`config.mk`:
```
export PLATFORM = sky130hd
export DESIGN_NAME = irig_frame_decoder
export DESIGN_NICKNAME = d
export VERILOG_FILES = /design/src/rtl/irig_frame_decoder.sv
export SDC_FILE = /design/constraint.sdc
export NUM_CORES = 1
export LEC_CHECK = 0
export ABC_AREA = 0
export CORE_UTILIZATION = 60
export CTS_CLUSTER_SIZE = 14
export DETAILED_ROUTE_END_ITERATION = 8
export DONT_BUFFER_PORTS = 1
export PLACE_DENSITY = 0.88
export SLEW_MARGIN = 5
export SYNTH_ARGS = -nofsm -noshare
export SYNTH_HDL_FRONTEND = slang
export SYNTH_SLANG_ARGS = --single-unit
export TNS_END_PERCENT = 1
```
`constraint.sdc`:
```
create_clock -name clk -period 7.3 [get_ports clk]
set_clock_uncertainty 0.05 [all_clocks]
set_input_delay 1.46 -clock clk [delete_from_list [all_inputs] [get_ports clk]]
set_output_delay 1.46 -clock clk [all_outputs]
set_load 0.05 [all_outputs]
```
`src/rtl/irig_frame_decoder.sv`:
```
// ---------------------------------------------------------------------------
// irig_frame_decoder
//
// Recovers IRIG-style time-code frames from a stream of pre-classified pulse
// symbols. The decoder hunts for two consecutive position markers (the last
// marker of one frame followed by the reference marker of the next). It then
// walks the frame one position at a time and checks each marker slot. It
// collects data bits into a shadow register and publishes the whole frame on
// the final marker.
//
// Parameters
//   FRAME_LEN  symbols per frame, markers included
//   MARK_GAP   marker spacing; positions k*MARK_GAP-1 are markers
//   TIMEOUT    enabled idle cycles tolerated between symbols while synced
//   DATA_W     derived width of frame_data
//
// Ports
//   clk          rising-edge clock
//   hrd_rst_n    synchronous active-low reset
//   ce           clock enable; no state advances while low
//   resync       forces a quiet return to HUNT
//   sym_valid    one-cycle strobe qualifying sym
//   sym          3'b111 MARK, 3'b011 ONE, 3'b001 ZERO, others INVALID
//   frame_data   last complete frame; bit 0 is the first data bit after the
//                reference marker
//   frame_valid  one-cycle pulse when frame_data is updated
//   sync_lost    one-cycle pulse on a sequence error or timeout
//   in_frame     high while walking a frame
//   err_count    saturating count of sync losses
//   state        HUNT=0, ARM=1, FRAME=2
// ---------------------------------------------------------------------------
module irig_frame_decoder #(
  parameter int FRAME_LEN = 100,
  parameter int MARK_GAP  = 10,
  parameter int TIMEOUT   = 1000,
  localparam int DATA_W   = FRAME_LEN - FRAME_LEN / MARK_GAP
) (
  input  logic              clk,
  input  logic              hrd_rst_n,
  input  logic              ce,
  input  logic              resync,
  input  logic              sym_valid,
  input  logic [2:0]        sym,
  output logic [DATA_W-1:0] frame_data,
  output logic              frame_valid,
  output logic              sync_lost,
  output logic              in_frame,
  output logic [7:0]        err_count,
  output logic [1:0]        state
);

  localparam int POS_W = $clog2(FRAME_LEN);
  localparam int IDX_W = $clog2(DATA_W);
  localparam int TMR_W = 16;

  localparam logic [2:0] SYM_MARK = 3'b111;
  localparam logic [2:0] SYM_ONE  = 3'b011;
  localparam logic [2:0] SYM_ZERO = 3'b001;

  typedef enum logic [1:0] {
    ST_HUNT  = 2'd0,
    ST_ARM   = 2'd1,
    ST_FRAME = 2'd2
  } state_t;

  state_t              state_q;
  logic [POS_W-1:0]    pos_q;
  logic [IDX_W-1:0]    idx_q;
  logic [TMR_W-1:0]    timer_q;
  logic [DATA_W-1:0]   shadow_q;
  logic [DATA_W-1:0]   frame_data_q;
  logic                frame_valid_q;
  logic                sync_lost_q;
  logic [7:0]          err_count_q;

  logic is_mark;
  logic is_data;
  logic mark_slot;
  logic final_slot;
  logic timeout_hit;
  logic fault;

  // Classification of the current symbol against the current frame position.
  // A symbol arriving in the same cycle as the timer limit suppresses the
  // timeout, so timeout_hit is only raised on symbol-free cycles.
  always_comb begin
    is_mark     = (sym == SYM_MARK);
    is_data     = (sym == SYM_ONE) || (sym == SYM_ZERO);
    mark_slot   = (((32'(pos_q) + 32'd1) % 32'(MARK_GAP)) == 32'd0);
    final_slot  = (32'(pos_q) == 32'(FRAME_LEN - 1));
    timeout_hit = (state_q != ST_HUNT) && !sym_valid &&
                  (32'(timer_q) == 32'(TIMEOUT - 1));
    fault       = 1'b0;
    if (state_q == ST_FRAME && sym_valid) begin
      if (final_slot || mark_slot) fault = !is_mark;
      else                         fault = !is_data;
    end
    if (timeout_hit) fault = 1'b1;
  end

  // Frame-walking FSM. The shadow register is cleared on every frame start,
  // so a frame that aborts part-way can never leak into frame_data.
  // With the usual layout (reference marker at 0 plus markers at every
  // k*MARK_GAP-1) there is one fewer data slot than DATA_W, so the top
  // frame_data bit is never written and reads back 0.
  always_ff @(posedge clk) begin
    if (!hrd_rst_n) begin
      state_q       <= ST_HUNT;
      pos_q         <= '0;
      idx_q         <= '0;
      timer_q       <= '0;
      shadow_q      <= '0;
      frame_data_q  <= '0;
      frame_valid_q <= 1'b0;
      sync_lost_q   <= 1'b0;
      err_count_q   <= '0;
    end else begin
      frame_valid_q <= 1'b0;
      sync_lost_q   <= 1'b0;
      if (ce) begin
        if (resync) begin
          state_q <= ST_HUNT;
          pos_q   <= '0;
          idx_q   <= '0;
          timer_q <= '0;
        end else if (fault) begin
          state_q     <= ST_HUNT;
          pos_q       <= '0;
          idx_q       <= '0;
          timer_q     <= '0;
          sync_lost_q <= 1'b1;
          if (err_count_q != 8'hFF) err_count_q <= err_count_q + 8'd1;
        end else begin
          case (state_q)
            ST_HUNT: begin
              timer_q <= '0;
              if (sym_valid && is_mark) state_q <= ST_ARM;
            end
            ST_ARM: begin
              if (sym_valid) begin
                timer_q <= '0;
                if (is_mark) begin
                  // The accepted marker is position 0 of the new frame.
                  state_q  <= ST_FRAME;
                  pos_q    <= POS_W'(1);
                  idx_q    <= '0;
                  shadow_q <= '0;
                end else begin
                  state_q <= ST_HUNT;
                end
              end else begin
                timer_q <= timer_q + TMR_W'(1);
              end
            end
            ST_FRAME: begin
              if (sym_valid) begin
                timer_q <= '0;
                if (final_slot) begin
                  // The closing marker doubles as the lead-in for the next
                  // frame, so fall back to ARM rather than HUNT.
                  frame_data_q  <= shadow_q;
                  frame_valid_q <= 1'b1;
                  state_q       <= ST_ARM;
                  pos_q         <= '0;
                  idx_q         <= '0;
                end else if (mark_slot) begin
                  pos_q <= pos_q + POS_W'(1);
                end else begin
                  shadow_q[idx_q] <= (sym == SYM_ONE);
                  idx_q           <= idx_q + IDX_W'(1);
                  pos_q           <= pos_q + POS_W'(1);
                end
              end else begin
                timer_q <= timer_q + TMR_W'(1);
              end
            end
            default: begin
              state_q <= ST_HUNT;
              pos_q   <= '0;
              idx_q   <= '0;
              timer_q <= '0;
            end
          endcase
        end
      end
    end
  end

  assign frame_data  = frame_data_q;
  assign frame_valid = frame_valid_q;
  assign sync_lost   = sync_lost_q;
  assign in_frame    = (state_q == ST_FRAME);
  assign err_count   = err_count_q;
  assign state       = state_q;

endmodule

```
==> key figures <==
Run status
  – Outcome: finished, final reports clean

Layout
  – Register Area: 0.00444 mm^2
  – Final non-filler cell total: 1489
  – Layout Utilization: 66.3%
  – Fraction of layout cells with a size suffix above 1: 6.15%
  – Nets: 1271
  – N_diodes: 0
  – Multi-input gate area: 0.00537 mm^2
  – Layout filler cell count: 1362
  – Most common cell after layout, fill and taps aside: nand2_1
  – Most frequent cells in the layout: nand2_1, dfxtp_1, a21oi_1
  – Area delta synth->final: 6.78%

Worst setup path
  – WP data arrival: 6.47 ns
  – Slowest stage delay, CP: 0.62 ns
  – Slowest CP cell: mux2_4
  – CP delay by family, top: simple AND/OR/NAND/NOR gates
  – CP Launch Point: pos_q[0]
  – Worst Setup End Kind: register
  – Crit path launch type: register
  – Worst-path maximum fanout: 92
  – Crit Path Category: register to register
  – Required time worst endpoint: 7.64 ns
  – Critical R2R Launch: pos_q[0]
  – CP Cell Sequence: ha_1 > nand3_1 > nor3_2 > nor2_1 > ha_1 > nand2b_1 > ha_1 > nand2b_1 > o2111ai_2 > nand3_2 > nand3_1 > nand3_1 > a2111oi_2 > o211ai_2 > a211oi_4 > nor2_2 > mux2_4 > or2_2 > buf_12 > o32ai_1
  – Bufs and invs on worst path: 1

STA
  – Setup TNS: 0 ns
  – Slew Viols, Final: 0
  – # setup viols final: 0
  – Rel. slew slack: 20.9%
  – Period utilization: 84.0%
  – RSZ-0062 raised after global routing: false
  – Fmax: 0.163 GHz
  – Crit path time final: 6.13 ns
  – Slew @ Worst Pin: 1.18 ns
  – Fin. Hold Viols: 0

Logic synthesis
  – Post-synthesis register bit count: 222
  – Synthesized cell area: 0.0104 mm^2
  – Post-synthesis mux area share: 1.51%
  – Synth Area in Simple Gates: 22.6%
  – Synthesized area per cell: 7.79 um^2
  – Adder-cell share of the synthesized area: 1.21%
  – Netlist cell types: 75
  – Post-synth ARST share: 0%
  – Number of synthesized flops with an enable pin: 0
  – YS warnings: 0
  – Largest family of logic cells by synthesized area: compound AO/OA/AOI/OAI gates
  – Most used DFF post-synth: dfxtp_1
  – Synth Instances: 1331
  – Compound-Gate Fraction of Synth Area: 25.6%
  – Sequential-to-total area share from yosys stat: 42.9%
  – Post-Synth XOR/XNOR Area: 0.676%
  – Syn nets: 1349

Die
  – Io pins: 111
  – Die H: 133 um
  – Initial core utilization: 62.1%
  – Chip Width: 133 um
  – Rows: 47
  – Die Area: 0.0178 mm^2
  – Core area: 0.0167 mm^2

Clock tree
  – CTS tree: done
  – CTS Sinks: 222
  – Worst-Skew Late Latency: 0.52 ns
  – Post-CTS Setup Inserts: 0
  – Clock Tree Root: clkbuf_16
  – Total CTS buffers: 23
  – Worst-case clock buffer depth: 3
  – Max H-tree Level: 1
  – Post-CTS Hold Fix Bufs: 0
  – Clock transition at path regs: 0.06 ns
  – Post-CTS Resized: 0

Worst hold path
  – Type of the worst min-delay path: register to register
  – HP Start: shadow_q[57]

Flow run
  – Max-Cap Viols: 0

Placed design
  – Cell count after placement: 1448
  – Buffers on Ports: 0
  – Detailed placement HPWL: 16.6 mm
  – GPL Wtd Cong: 0.937

Route
  – Post-route DRC: 0
  – DRT iter0 DRCs: 1430
  – WL final: 27.5 mm
  – Routed wire per std cell: 18.5 um
  – First-pass DRT Iterations: 9
  – Vias per cell: 6.51
  – Routed vias: 9693
  – Antenna-violating nets left: 0

Global route
  – All-Layer GR Usage: 30.2%
  – First-pass GRT wire length: 44.4 mm
  – Initial antenna violation count: 0
  – Largest net degree at the start of global routing: 124
  – Grt total ovfl: 0
  – Vias in the first global route: 8754

Power
  – Power per cell area: 224 mW/mm^2
  – Leak: 3.65 nW
  – Worst vdd ir: 0.200 mV
-- flip-flops by register name, summed over array words and instances (netlist names) --
name         cells
idx_q            7
shadow_q        90
state            2
pos_q            7
frame_valid      1
err_count        8
timer_q         16
sync_lost        1
frame_data      90
-- metal layers --
layer	vias up	global-route usage (%)	routed length [um]
li1	4573	-	-
met1	4517	41.5	11500
met2	518	46.9	12600
met3	85	4.60	2540
met4	0	13.3	904
met5	-	0	0
-- logic make-up after synthesis --
kind of cell | after synthesis
xor+xnor | 8
fa+ha+maj | 10
buf+inv | 135
flops | 222
mux | 15
simple gates | 529
compound gates | 412
-- through the flow --
step	worst slack [ns]	power, W	area (um^2)	hold WS (ns)
CTS	1.24	0.00248	11100	0.412
detailed placement	1.26	0.00126	10300	0.394
floorplan	2.46	0.00127	10400	0.386
global placement	1.45	0.00126	10300	0.398
global route	0.804	0.00253	11100	0.424
finish	1.17	0.00248	11100	0.410
-- layout make-up --
cell class                      count  share of cell area, %
Inverter                           18                  0.610
Clock inverter                     10                   1.47
Tap cell                          220                   2.49
Timing Repair Buffer               14                   1.06
Clock buffer                       31                   5.74
Multi-Input combinational cell    974                   48.5
Sequential cell                   222                   40.1
-- worst paths after layout --
check | cells after the start | endpoint | slack [ns]
setup / recovery | 20 | shadow_q[43] | 1.17
hold reg to reg | 2 | shadow_q[57] | 0.41
hold / removal | 2 | shadow_q[57] | 0.41
setup reg to reg | 20 | shadow_q[43] | 1.17
-- report_power, final --
group | internal (W) | leakage [nW] | total, W | switching [W]
registers | 0.00121 | 1.79 | 0.00121 | 0.000000348
clock network | 0.000754 | 0.384 | 0.00124 | 0.000488
logic | 0.00000558 | 1.48 | 0.0000234 | 0.0000178
-- synth_stat cells, types with 3 or more instances --
master     count  area share, %
a21o_1         5           0.36
a21oi_1      205            9.9
a22o_1         4           0.34
a31oi_1        8           0.48
and2_1         6           0.36
and3_1        19            1.1
and3b_1        3           0.25
buf_1          3           0.11
buf_2         13           0.63
buf_4          3           0.22
buf_6          6           0.65
clkbuf_1      92            3.3
dfxtp_1      222             43
ha_1          10            1.2
inv_1         18           0.65
mux2i_1       13            1.3
nand2_1      349             13
nand2b_1      11           0.66
nand3_1       34            1.6
nand4_1        9           0.54
nor2_1        37            1.3
nor2b_1        5           0.30
nor3_1        17           0.82
nor3b_1        4           0.29
nor4_1         4           0.24
nor4b_1        3           0.25
nor4bb_1       3           0.29
o211ai_1      38            2.8
o21a_1         5           0.36
o21ai_0       19           0.92
o21ai_1        6           0.29
o22ai_1       11           0.66
o2bb2ai_1      5           0.42
o31ai_1       26            1.9
o32ai_1       54            4.6
or3_1         12           0.72
xnor2_1        5           0.42
xor2_1         3           0.25
-- worst reg2reg max path: stages (launching register included) --
cell and delay, ns:
dfxtp_1 0.51, ha_1 0.41, nand3_1 0.24, nor3_2 0.28
nor2_1 0.11, ha_1 0.20, nand2b_1 0.14, ha_1 0.26
nand2b_1 0.17, o2111ai_2 0.24, nand3_2 0.28, nand3_1 0.25
nand3_1 0.17, a2111oi_2 0.37, o211ai_2 0.17, a211oi_4 0.40
nor2_2 0.07, mux2_4 0.62, or2_2 0.46, buf_12 0.21
o32ai_1 0.40
Note: power is estimated with default switching activity, not from simulation.
